$ cat config.mk
export PLATFORM = sky130hd
export DESIGN_NAME = bps_iter_sched
export DESIGN_NICKNAME = d
export VERILOG_FILES = /design/src/rtl/bps_iter_sched.sv
export SDC_FILE = /design/constraint.sdc
export NUM_CORES = 1
export LEC_CHECK = 0
export BUFFER_PORTS_ARGS = -buffer_cell sky130_fd_sc_hd__buf_2
export CORE_UTILIZATION = 55
export DETAILED_ROUTE_END_ITERATION = 16
export PLACE_DENSITY = 0.78
export SYNTH_ARGS = -nofsm -noshare
export SYNTH_HDL_FRONTEND = slang
export SYNTH_SLANG_ARGS = --single-unit
$ cat constraint.sdc
create_clock -name clk -period 5.6 [get_ports clk]
set_clock_uncertainty 0.2 [all_clocks]
set_input_delay 0.84 -clock clk [delete_from_list [all_inputs] [get_ports clk]]
set_output_delay 0.84 -clock clk [all_outputs]
set_load 0.02 [all_outputs]
$ cat src/rtl/bps_iter_sched.sv
`default_nettype none
// ============================================================================
// Module   : bps_iter_sched
// Purpose  : Iteration scheduler for one BP-S unit. After a start it issues
//            one LOAD pass, then a number of rounds of DOWN, STORE_DOWN, UP
//            and STORE_UP passes, then pulses done. Only one opcode is in
//            flight at a time; the next one waits until the unit drops
//            bps_stall. Supports abort, a per-pass watchdog and progress
//            reporting.
// Ports    : clk, rst      - clock, synchronous active-high reset
//            start         - begin a schedule (accepted only in IDLE)
//            iterations    - number of rounds, captured on accepted start
//            abort         - request early stop at the next round boundary
//            busy          - high whenever the scheduler is not idle
//            done          - one-cycle pulse at completion (normal or abort)
//            aborted       - run ended by abort (held until next start)
//            error         - sticky watchdog error (cleared on next start)
//            iter_count    - rounds completed in the current/last run
//            bps_opcode    - opcode to the unit, valid for one cycle
//            bps_stall     - unit busy with the current pass
// Revision : 1.0 - initial release
// ============================================================================
module bps_iter_sched #(
    parameter int ITER_W  = 8,
    parameter int TIMEOUT = 1024,
    parameter int TO_W    = 11
) (
    input  logic              clk,
    input  logic              rst,
    input  logic              start,
    input  logic [ITER_W-1:0] iterations,
    input  logic              abort,
    output logic              busy,
    output logic              done,
    output logic              aborted,
    output logic              error,
    output logic [ITER_W-1:0] iter_count,
    output logic [2:0]        bps_opcode,
    input  logic              bps_stall
);

    localparam logic [2:0] c_op_idle = 3'd0;
    localparam logic [2:0] c_op_load = 3'd1;
    localparam logic [2:0] c_op_down = 3'd2;
    localparam logic [2:0] c_op_up   = 3'd3;
    localparam logic [2:0] c_op_sdn  = 3'd4;
    localparam logic [2:0] c_op_sup  = 3'd5;

    // Last watchdog value tolerated while the unit still stalls.
    localparam logic [TO_W-1:0] c_wd_last = TO_W'(TIMEOUT - 1);

    typedef enum logic [3:0] {
        S_IDLE   = 4'd0,
        S_LOAD   = 4'd1,
        S_LOAD_W = 4'd2,
        S_DOWN   = 4'd3,
        S_DOWN_W = 4'd4,
        S_SDN    = 4'd5,
        S_SDN_W  = 4'd6,
        S_UP     = 4'd7,
        S_UP_W   = 4'd8,
        S_SUP    = 4'd9,
        S_SUP_W  = 4'd10,
        S_FIN    = 4'd11
    } state_t;

    state_t              r_state;
    state_t              w_next_state;
    logic [ITER_W-1:0]   r_iter_target;
    logic [ITER_W-1:0]   r_iter_count;
    logic                r_abort_pending;
    logic                r_aborted;
    logic                r_error;
    logic [TO_W-1:0]     r_wd;
    logic                w_issuing;
    logic                w_waiting;
    logic                w_wd_expired;
    logic                w_round_last;
    logic                w_accept;

    assign w_accept     = (r_state == S_IDLE) && start;
    // Current round is the final one; count < target always holds here, so
    // the increment cannot wrap.
    assign w_round_last = (r_iter_count + ITER_W'(1)) == r_iter_target;

    always_ff @(posedge clk) begin
        if (rst) begin
            r_state <= S_IDLE;
        end else begin
            r_state <= w_next_state;
        end
    end

    always_comb begin
        w_next_state = r_state;
        bps_opcode   = c_op_idle;
        w_issuing    = 1'b0;
        w_waiting    = 1'b0;
        unique case (r_state)
            S_IDLE: begin
                if (start) begin
                    w_next_state = S_LOAD;
                end
            end
            S_LOAD: begin
                bps_opcode   = c_op_load;
                w_issuing    = 1'b1;
                w_next_state = S_LOAD_W;
            end
            S_LOAD_W: begin
                w_waiting = 1'b1;
                if (!bps_stall) begin
                    w_next_state = ((r_iter_target == '0) || r_abort_pending) ? S_FIN : S_DOWN;
                end
            end
            S_DOWN: begin
                bps_opcode   = c_op_down;
                w_issuing    = 1'b1;
                w_next_state = S_DOWN_W;
            end
            S_DOWN_W: begin
                w_waiting = 1'b1;
                if (!bps_stall) begin
                    w_next_state = S_SDN;
                end
            end
            S_SDN: begin
                bps_opcode   = c_op_sdn;
                w_issuing    = 1'b1;
                w_next_state = S_SDN_W;
            end
            S_SDN_W: begin
                w_waiting = 1'b1;
                if (!bps_stall) begin
                    w_next_state = S_UP;
                end
            end
            S_UP: begin
                bps_opcode   = c_op_up;
                w_issuing    = 1'b1;
                w_next_state = S_UP_W;
            end
            S_UP_W: begin
                w_waiting = 1'b1;
                if (!bps_stall) begin
                    w_next_state = S_SUP;
                end
            end
            S_SUP: begin
                bps_opcode   = c_op_sup;
                w_issuing    = 1'b1;
                w_next_state = S_SUP_W;
            end
            S_SUP_W: begin
                w_waiting = 1'b1;
                // Abort is only honoured at round boundaries so the stored
                // messages always reflect complete rounds.
                if (!bps_stall) begin
                    w_next_state = (r_abort_pending || w_round_last) ? S_FIN : S_DOWN;
                end
            end
            S_FIN: begin
                w_next_state = S_IDLE;
            end
            default: begin
                w_next_state = S_IDLE;
            end
        endcase

        // A pass that overstays its budget abandons the run with no done.
        w_wd_expired = w_waiting && bps_stall && (r_wd == c_wd_last);
        if (w_wd_expired) begin
            w_next_state = S_IDLE;
        end
    end

    always_ff @(posedge clk) begin
        if (rst) begin
            r_iter_target   <= '0;
            r_iter_count    <= '0;
            r_abort_pending <= 1'b0;
            r_aborted       <= 1'b0;
            r_error         <= 1'b0;
            r_wd            <= '0;
        end else begin
            if (w_accept) begin
                r_iter_target   <= iterations;
                r_iter_count    <= '0;
                r_aborted       <= 1'b0;
                r_error         <= 1'b0;
                r_abort_pending <= 1'b0;
            end else if ((r_state != S_IDLE) && abort) begin
                r_abort_pending <= 1'b1;
            end

            if (w_issuing) begin
                r_wd <= '0;
            end else if (w_waiting && bps_stall) begin
                r_wd <= r_wd + TO_W'(1);
            end

            if (w_wd_expired) begin
                r_error <= 1'b1;
            end

            if ((r_state == S_SUP_W) && !bps_stall && !w_wd_expired) begin
                r_iter_count <= r_iter_count + ITER_W'(1);
            end

            // aborted becomes visible together with the done pulse in FIN.
            if (w_next_state == S_FIN) begin
                r_aborted <= r_abort_pending;
            end
        end
    end

    assign busy       = (r_state != S_IDLE);
    assign done       = (r_state == S_FIN);
    assign aborted    = r_aborted;
    assign error      = r_error;
    assign iter_count = r_iter_count;

endmodule
`default_nettype wire

## Word-level counts from Yosys, hierarchy flattened

Index checks and enable logic that the tools add are counted.

| word-level totals | value |
|---|---|
| output and inout bits | 15 |
| word-level logic and storage cells | 61 |
| register bits | 34 |
| input bits | 13 |

| operators by class | value |
|---|---|
| add/subtract/negate cells | 2 |
| mux-type cells | 18 |
| reduce and logical (&&, ||, !) cells | 20 |
| eq/ne operators | 14 |

Operators with widths:

| cell | number |
|---|---|
| 4-bit case mux with 11 select lines | 1 |
| 4-bit two-way mux | 9 |
| 4-bit == test (second input constant) | 5 |
| 4-bit by 3-bit == test with 1-bit output (second input constant) | 4 |
| 8-bit two-way mux | 2 |
| 3-bit case mux with 5 select lines | 1 |
| 11-bit by 1-bit adder with 11-bit output (second input constant) | 1 |
| 11-bit by 10-bit == test with 1-bit output (second input constant) | 1 |
| 5-bit OR reduction | 2 |
| 8-bit by 1-bit adder with 8-bit output (second input constant) | 1 |
| 4-bit by 2-bit == test with 1-bit output (second input constant) | 2 |
| 8-bit == test | 1 |
| 8-bit zero test | 1 |
| 1-bit logical AND | 6 |
| 2-bit nonzero test | 3 |
| 1-bit two-way mux | 5 |
| 4-bit by 1-bit == test with 1-bit output (second input constant) | 1 |
| 4-bit zero test | 1 |
| 4-bit nonzero test | 1 |
| 2-bit OR reduction | 2 |
| 1-bit zero test | 2 |
| 1-bit logical OR | 2 |

## Depth between registers and ports, before layout

Gate-level depths: netlist of the first run.

| depth | value |
|---|---|
| depth in word-level cells | 9 |
| mapped depth | 7 |
| mapped depth without buffers | 7 |

## Worst setup path after synthesis of the first run

No wires, ideal clock.

| timing path | value |
|---|---|
| path kind | reg-to-output |
| from | register r_state[3] |
| to | output port bps_opcode[2] |
| cell stages (with the launch flop) | 5 |
| data arrival time | 1378 ps |
| data required time | 4560 ps |
| buffers on the path | 2 |
| path slack | 3182 ps |
| path through | dfxtp_1 -> buf_2 -> clkbuf_1 -> xnor2_1 -> nor3b_1 |

| between the ends | value |
|---|---|
| longest elaborated chain between the ends | 2 |
| elaborated cells on any way between the ends | 6 |
| classes of those cells | eq/ne: 5; mux: 1 |

RTL lines:

| element | RTL line | text |
|---|---|---|
| start: declaration | 67 | `state_t r_state;` |
| start signal: assignment | 90 | `r_state <= w_next_state;` |
| 4-bit == test (tied with other cells) | 99 | `unique case (r_state)` |
| 3-bit case mux with 5 select lines * | 99 |  |
| end: declaration | 38 | `output logic [2:0] bps_opcode,` |

Every way passes the cells marked *; elsewhere a longest branch is shown, timed or not.

## Final worst setup path of the first run

| timing path | value |
|---|---|
| from | register r_state[3] |
| to | output port busy |

| between the ends | value |
|---|---|
| longest elaborated chain between the ends | 1 |

RTL lines:

| element | RTL line | text |
|---|---|---|
| 4-bit nonzero test | 217 | `assign busy = (r_state != S_IDLE);` |
| end: declaration | 33 | `output logic busy,` |

Every way passes these cells.

==> results of run 1 <==
[worst max-delay path, stage by stage, from the launching register on]
cell and delay [ns]:
dfxtp_1 0.52, nor4_1 0.49, inv_1 0.11, buf_2 0.18
[through the flow]
stage / instance area [µm²] / total power [µW]
detailed placement: 1970 / 373
finish: 2050 / 546
floorplan: 1840 / 352
global route: 2050 / 572
global placement: 1970 / 372
CTS: 2050 / 546
[power breakdown]
part           internal (µW)  leakage, µW  switching [µW]  total, µW
clock network           92.4    0.0000450            85.4        178
logic                   39.6     0.000479            56.4       96.0
registers                253     0.000276            19.1        272
total                    385     0.000800             161        546
[cells by family after synthesis]
family | count (synthesis) | share of synthesized area (%)
buffers and inverters | 18 | 4.35
DFF | 34 | 37.0
xor gates and xnor gates | 19 | 9.05
adders and majority gates | 2 | 1.36
muxes | 4 | 2.18
AOI/OAI and AO/OA | 54 | 19.1
and+or+nand+nor | 98 | 26.9
[metal layers]
layer  global-route usage (%)  wire (µm)
met5                        0          0
met4                     9.63         40
met3                     6.49        202
met2                     34.9       1690
met1                     32.9       1850
[flip-flops by register name, indices dropped and copies added (netlist names)]
register and count:
r_iter_target 8, r_abort_pending 1, iter_count 8, r_wd 11, r_state 4, error 1
aborted 1
[how the worst max path moves through the flow]
stage,startpoint,to,slack (ns),depth (start not counted)
floorplan,r_state[3],bps_opcode[2],3.18,4
global placement,bps_stall,iter_count[7],3.01,7
detailed placement,bps_stall,iter_count[4],2.96,7
CTS,r_state[3],busy,2.92,3
global route,r_state[3],busy,2.75,3
finish,r_state[3],busy,2.93,3
[layout make-up]
type	count	area (µm²)
clock inverter	3	40.0
fill	282	1060
tap	44	55.1
inverter	5	18.8
clock buffer	5	37.5
multi-input combinational	177	1080
timing repair buffer	27	135
sequential	34	681
[cells in the final DEF, fill, tap and decap left out, types with 7 or more instances in the layout]
cell	n
xor2_1	9
nand2_1	29
dfxtp_1	34
o21ai_0	11
nor2_1	24
nand3_1	7
a21oi_1	22
buf_2	27
xnor2_1	10
==> results.md, run 1 <==
- Status: complete, no violations
- Part of the Yosys area used for sequential elements: 37.0%
- Post-synth top area cell: dfxtp_1
- Mapped Cells: 229
- Layout net count: 265
- WL final: 3770 µm
- Post-synth net total: 244
- Part of the cycle the worst path needs: 47.7%
- Critical Path End Type: output port
- Die Width: 59.8 µm
- Clk_lat worst skew: 0.33 ns
- Die Y-Extent: 59.8 µm
- # Post-CTS Setup Buffers: 0
- LEAKAGE: 0.000800 µW
- Vias/cell: 5.76
- Worst hold path type: register to register
- Slew @ Worst Pin: 0.618 ns
- Clk sinks: 34
- Maximum clock frequency: 374 MHz
- Detailed placer's ending HPWL: 2670 µm
- Worst-path maximum fanout: 17
- Clk root buf: clkbuf_4
- Non-Filler Instances: 295
- Clock transition at the registers of the reported paths: 0.10 ns
- Syn Area/Cell: 8.03 µm²
- Pre-CTS WS: 2.96 ns
- Total CTS buffers: 5
- Synth top area share: 37.0%
- Finish-stage setup viols: 0
- Layout cells sized above 1: 15.5%
- Routed Antenna Nets: 0
- Slew headroom: 58.7%
- Largest net degree at the start of global routing: 23
- Most common cell in the netlist: dfxtp_1
- ANT cells: 0
- Hold Vio Cnt, Final: 0
- Largest cells by area after synthesis: dfxtp_1, a21oi_1, nand2_1
- Clock H-tree levels: 2
- VDD IR max: 0.000166 V
- Post-route minimum period: 2.67 ns
- Initial antenna violation count: 0
- CTS tree: built
- WHS Endpoint: r_wd[10]
- Min-delay src: r_wd[10]
- Total grt overflow: 0
- Clock Tree Buf Depth: 2
- Layout area overhead: 11.2%
- Ys Warns: 0
- Mapped cell area: 1840 µm²
- Core Box Area: 3100 µm²
- Power density over cell area: 267 nW/µm²
- Port Buffers: 27
- Reg2reg start: r_state[3]
- Max Cap Viol: 0
- Synth cell types: 45
- RSZ-0062 raised after global routing: false
- Avg WL per Cell: 12.8 µm
- Main synth FF type: dfxtp_1
- Cts hold-fix bufs: 0
- Die area: 3580 µm²
- CP Class: register to output port
- Post-synth EDFFs: 0
- Number of global-route vias before repair: 1466
- Via count: 1699
- WHS: 0.270 ns
- Async set or reset register ratio after synthesis: 0%
- Iteration-0 DRC Markers: 154
- WHS Path Cells: 2
- Worst setup margin: 2.93 ns
- Reg2reg setup slack: 3.20 ns
- Final Util: 65.9%
- Routability cong.: 0.927
- Slew Limit Fails: 0
- Total track usage: 23.8%
- Startpoint types: register
- Worst R2R End: r_state[2]
- Synth cell count leaders: dfxtp_1, nand2_1, nor2_1, a21oi_1, o21ai_0
- Placed cells: 287
- TritonRoute pass-1 iters: 4
- Initial Utilization: 59.3%
- Setup TNS: 0 ns
- Worst Path Required: 4.56 ns
- FF+latch count, synth: 34
- Site row count: 20
- DRC viols: 0
- I/O pin total: 28
- First-pass GRT wire length: 6400 µm
- Crit path arrival time: 1.63 ns
- Post_cts resized: 0
- Reg2Reg Depth: 6
Note: power is estimated with default switching activity, not from simulation.
==> run 2, diff against run 1 <==
ABC_AREA = 1   (was unset)
CORE_UTILIZATION = 51   (was 55)
PLACE_DENSITY = 0.75   (was 0.78)
clock period = 2.2 ns   (was 5.6 ns; I/O delays follow)
==> run 2 against run 1 <==
- area after synthesis rose by 2.6%
- global-route usage is 0.61 points lower
- first-iteration DRC count fell by 40%
- largest power group unchanged
- synthesized cell count rose by 25%
- combinational power up 140%
- total power rose by 140%
- count of clock-buffer cells in the layout grew 2
==> results.md, run 2 <==
- Status: complete, no violations (unchanged)
- Non-Filler Instances: 366 (was 295)
- First-pass GRT wire length: 7250 µm (was 6400 µm)
- Worst Path Required: 1.67 ns (was 4.56 ns)
- M1 GR Usage: 30.3% (was 32.9%)
- Main synth FF type: dfxtp_1 (unchanged)
- Final Power: 1330 µW (was 546 µW)
- Core Box Area: 3440 µm² (was 3100 µm²)
- Clk sinks: 34 (unchanged)
- Slew Limit Fails: 0 (unchanged)
- Max FFs per register: 11 (unchanged)
- Clock Tree Buf Depth: 2 (unchanged)
- Part of the Yosys area used for sequential elements: 36.1% (was 37.0%)
- Global Route met2 Usage: 36.0% (was 34.9%)
- Largest reg by FF count: r_wd (unchanged)
- Routed Antenna Nets: 0 (unchanged)
- Post-synth EDFFs: 0 (unchanged)
- Initial antenna violation count: 0 (unchanged)
- Critical Path, Cell by Cell: inv_1 > nor2_1 > inv_1 > nor2_1 > inv_1 > nand2_1 > buf_2 (was nor4_1 > inv_1 > buf_2)
- Vias/cell: 5.11 (was 5.76)
- Clock Power Share: 32.6% (about the same)
- Most common cell in the netlist: nand2_1 (was dfxtp_1)
- Final Util: 63.2% (was 65.9%)
- Clk root buf: clkbuf_8 (was clkbuf_4)
- Post-route minimum period: 1.96 ns
- Detailed placer's ending HPWL: 3050 µm (was 2670 µm)
- Routability cong.: 0.874 (was 0.927)
- ANT cells: 0 (unchanged)
- Mapped cell area: 1890 µm² (was 1840 µm²)
- Layout area overhead: 15.3% (was 11.2%)
- Crit path arrival time: 1.43 ns (was 1.63 ns)
- Most common cell after layout, fill and taps aside: nand2_1 (was dfxtp_1)
- Placed cells: 359 (was 287)
- DRC viols: 0 (unchanged)
- Largest cells by area after synthesis: dfxtp_1, nand2_1, inv_1 (was dfxtp_1, a21oi_1, nand2_1)
- Via count: 1871 (was 1699)
- Clock H-tree levels: 2 (unchanged)
- Sw Pwr: 386 µW (was 161 µW)
- WHS: 0.0911 ns (was 0.270 ns)
- Busiest layer in global routing: met2 (unchanged)
- Setup TNS: 0 ns (unchanged)
- Total CTS buffers: 5 (unchanged)
- Global Route met3 Usage: 5.47% (was 6.49%)
- Part of the cycle the worst path needs: 89.3%
- Worst-path maximum fanout: 6 (was 17)
- Maximum clock frequency: 509 MHz
- Clock transition at the registers of the reported paths: 0.07 ns (was 0.10 ns)
- Port Buffers: 27 (unchanged)
- FF+latch count, synth: 34 (unchanged)
- Async set or reset register ratio after synthesis: 0% (unchanged)
- Critical Path End Type: output port (unchanged)
- Post_cts resized: 0 (unchanged)
- CTS tree: built (unchanged)
- Synth top area share: 36.1% (was 37.0%)
- Site row count: 21 (was 20)
- Die area: 3950 µm² (was 3580 µm²)
- Finish-stage setup viols: 0 (unchanged)
- Layout net count: 335 (was 265)
- RSZ-0062 raised after global routing: false (unchanged)
- Slew headroom: 77.2% (was 58.7%)
- Net Sw Frac: 29.1% (was 29.5%)
- Die Y-Extent: 62.8 µm (was 59.8 µm)
- Layout cells sized above 1: 17.2% (was 15.5%)
- Ys Warns: 0 (unchanged)
- Avg WL per Cell: 11.2 µm (was 12.8 µm)
- Syn Area/Cell: 6.60 µm² (was 8.03 µm²)
- Slew @ Worst Pin: 0.340 ns (was 0.618 ns)
- Int Power: 941 µW (was 385 µW)
- CP Class: register to output port (unchanged)
- Sequential power share: 50.1% (was 49.8%)
- Post-synth top area cell: dfxtp_1 (unchanged)
- Iteration-0 DRC Markers: 92 (was 154)
- I/O pin total: 28 (unchanged)
- Largest net degree at the start of global routing: 21 (was 23)
- Initial Utilization: 54.8% (was 59.3%)
- Crit-path max cell delay: 0.44 ns (was 0.52 ns)
- Commonest cells after routing, fill and taps aside: nand2_1, inv_1, dfxtp_1 (was dfxtp_1, nand2_1, buf_2)
- Startpoint types: register (unchanged)
- Total track usage: 23.2% (was 23.8%)
- VDD IR max: 0.000348 V (was 0.000166 V)
- Number of global-route vias before repair: 1736 (was 1466)
- CP dominant cell by count: inv_1
- Worst hold path type: primary input to register (was register to register)
- LEAKAGE: 0.000998 µW (was 0.000800 µW)
- Hold Vio Cnt, Final: 0 (unchanged)
- Mapped Cells: 286 (was 229)
- Max Cap Viol: 0 (unchanged)
- Clk_lat worst skew: 0.28 ns (was 0.33 ns)
- Cts hold-fix bufs: 0 (unchanged)
- Combinational power share: 17.3% (was 17.6%)
- TritonRoute pass-1 iters: 5 (was 4)
- Power density over cell area: 610 nW/µm² (was 267 nW/µm²)
- Synth cell types: 28 (was 45)
- Post-synth net total: 301 (was 244)
- Die Width: 62.8 µm (was 59.8 µm)
- Total grt overflow: 0 (unchanged)
- Critical Path Slowest Stage Cell: dfxtp_1 (unchanged)
- # Post-CTS Setup Buffers: 0 (unchanged)
- WL final: 4090 µm (was 3770 µm)
- Synth cell count leaders: nand2_1, inv_1, dfxtp_1, nor2_1, a21oi_1 (was dfxtp_1, nand2_1, nor2_1, a21oi_1, o21ai_0)
-- run 2: cell types whose count changed in the layout (fill, tap and decap cells not counted), moves of 5 or more --
| cell | delta |
|---|---|
| xor2_1 | -9 |
| and3_1 | -5 |
| nand3_1 | +19 |
| clkbuf_8 | +5 |
| xnor2_1 | -9 |
| clkbuf_4 | -5 |
| nor2_1 | +5 |
| a21oi_1 | +5 |
| inv_1 | +47 |
| nand2_1 | +31 |
| o21ai_0 | +9 |
-- run 2: worst max-delay path, delay by kind of cell (launching register included) --
kind                   cells  cell delay, ns
flip-flops                 1            0.44
AND/OR/NAND/NOR            3            0.32
buffers and inverters      4            0.37
-- run 2: metrics by stage --
| step | area (µm²) | setup slack, ns |
|---|---|---|
| 2_1_floorplan | 1890 | 0.214 |
| 3_3_place_gp | 2090 | 0.335 |
| 3_5_place_dp | 2090 | 0.276 |
| 4_1_cts | 2170 | 0.243 |
| 5_1_grt | 2170 | 0.0728 |
| 6_report | 2170 | 0.235 |
-- run 2: routing by layer --
layer | routed length [µm] | up-vias
met5 | 0 | -
met4 | 71 | 0
met3 | 180 | 7
met2 | 1820 | 37
met1 | 2020 | 848
li1 | - | 979
-- run 2: cell type report --
cell class	count	area, µm²
clock buffers	7	76.3
fillers	330	1270
inverters	54	203
multi-input cells	194	991
flip-flops and latches	34	682
well taps	46	57.6
repair buffers	31	165
-- run 2: path summary, 6_finish.rpt --
check	end	slack (ns)	cells past startpoint	start
max	bps_opcode[0]	0.24	7	r_state[0]
min	r_abort_pending	0.09	3	abort
max reg2reg	aborted	0.31	14	iter_count[1]
min reg2reg	r_iter_target[1]	0.29	2	r_iter_target[1]
-- run 2: power by group through the flow --
stage / clock network (µW) / registers, µW / logic [µW]
2_1_floorplan: 0 / 674 / 167
3_3_place_gp: 0 / 679 / 225
3_5_place_dp: 0 / 678 / 229
4_1_cts: 444 / 665 / 230
5_1_grt: 470 / 668 / 263
6_report: 432 / 665 / 230
-- run 2: kinds of logic (layout without fill, tap and decap cells) --
family	after synthesis	in the layout	share of synthesized area, %
compound gates	54	54	15.7
simple gates	137	137	34.9
buf+inv	58	92	11.6
fa+ha+maj	2	2	1.33
xor+xnor	1	1	0.464
flops	34	34	36.1
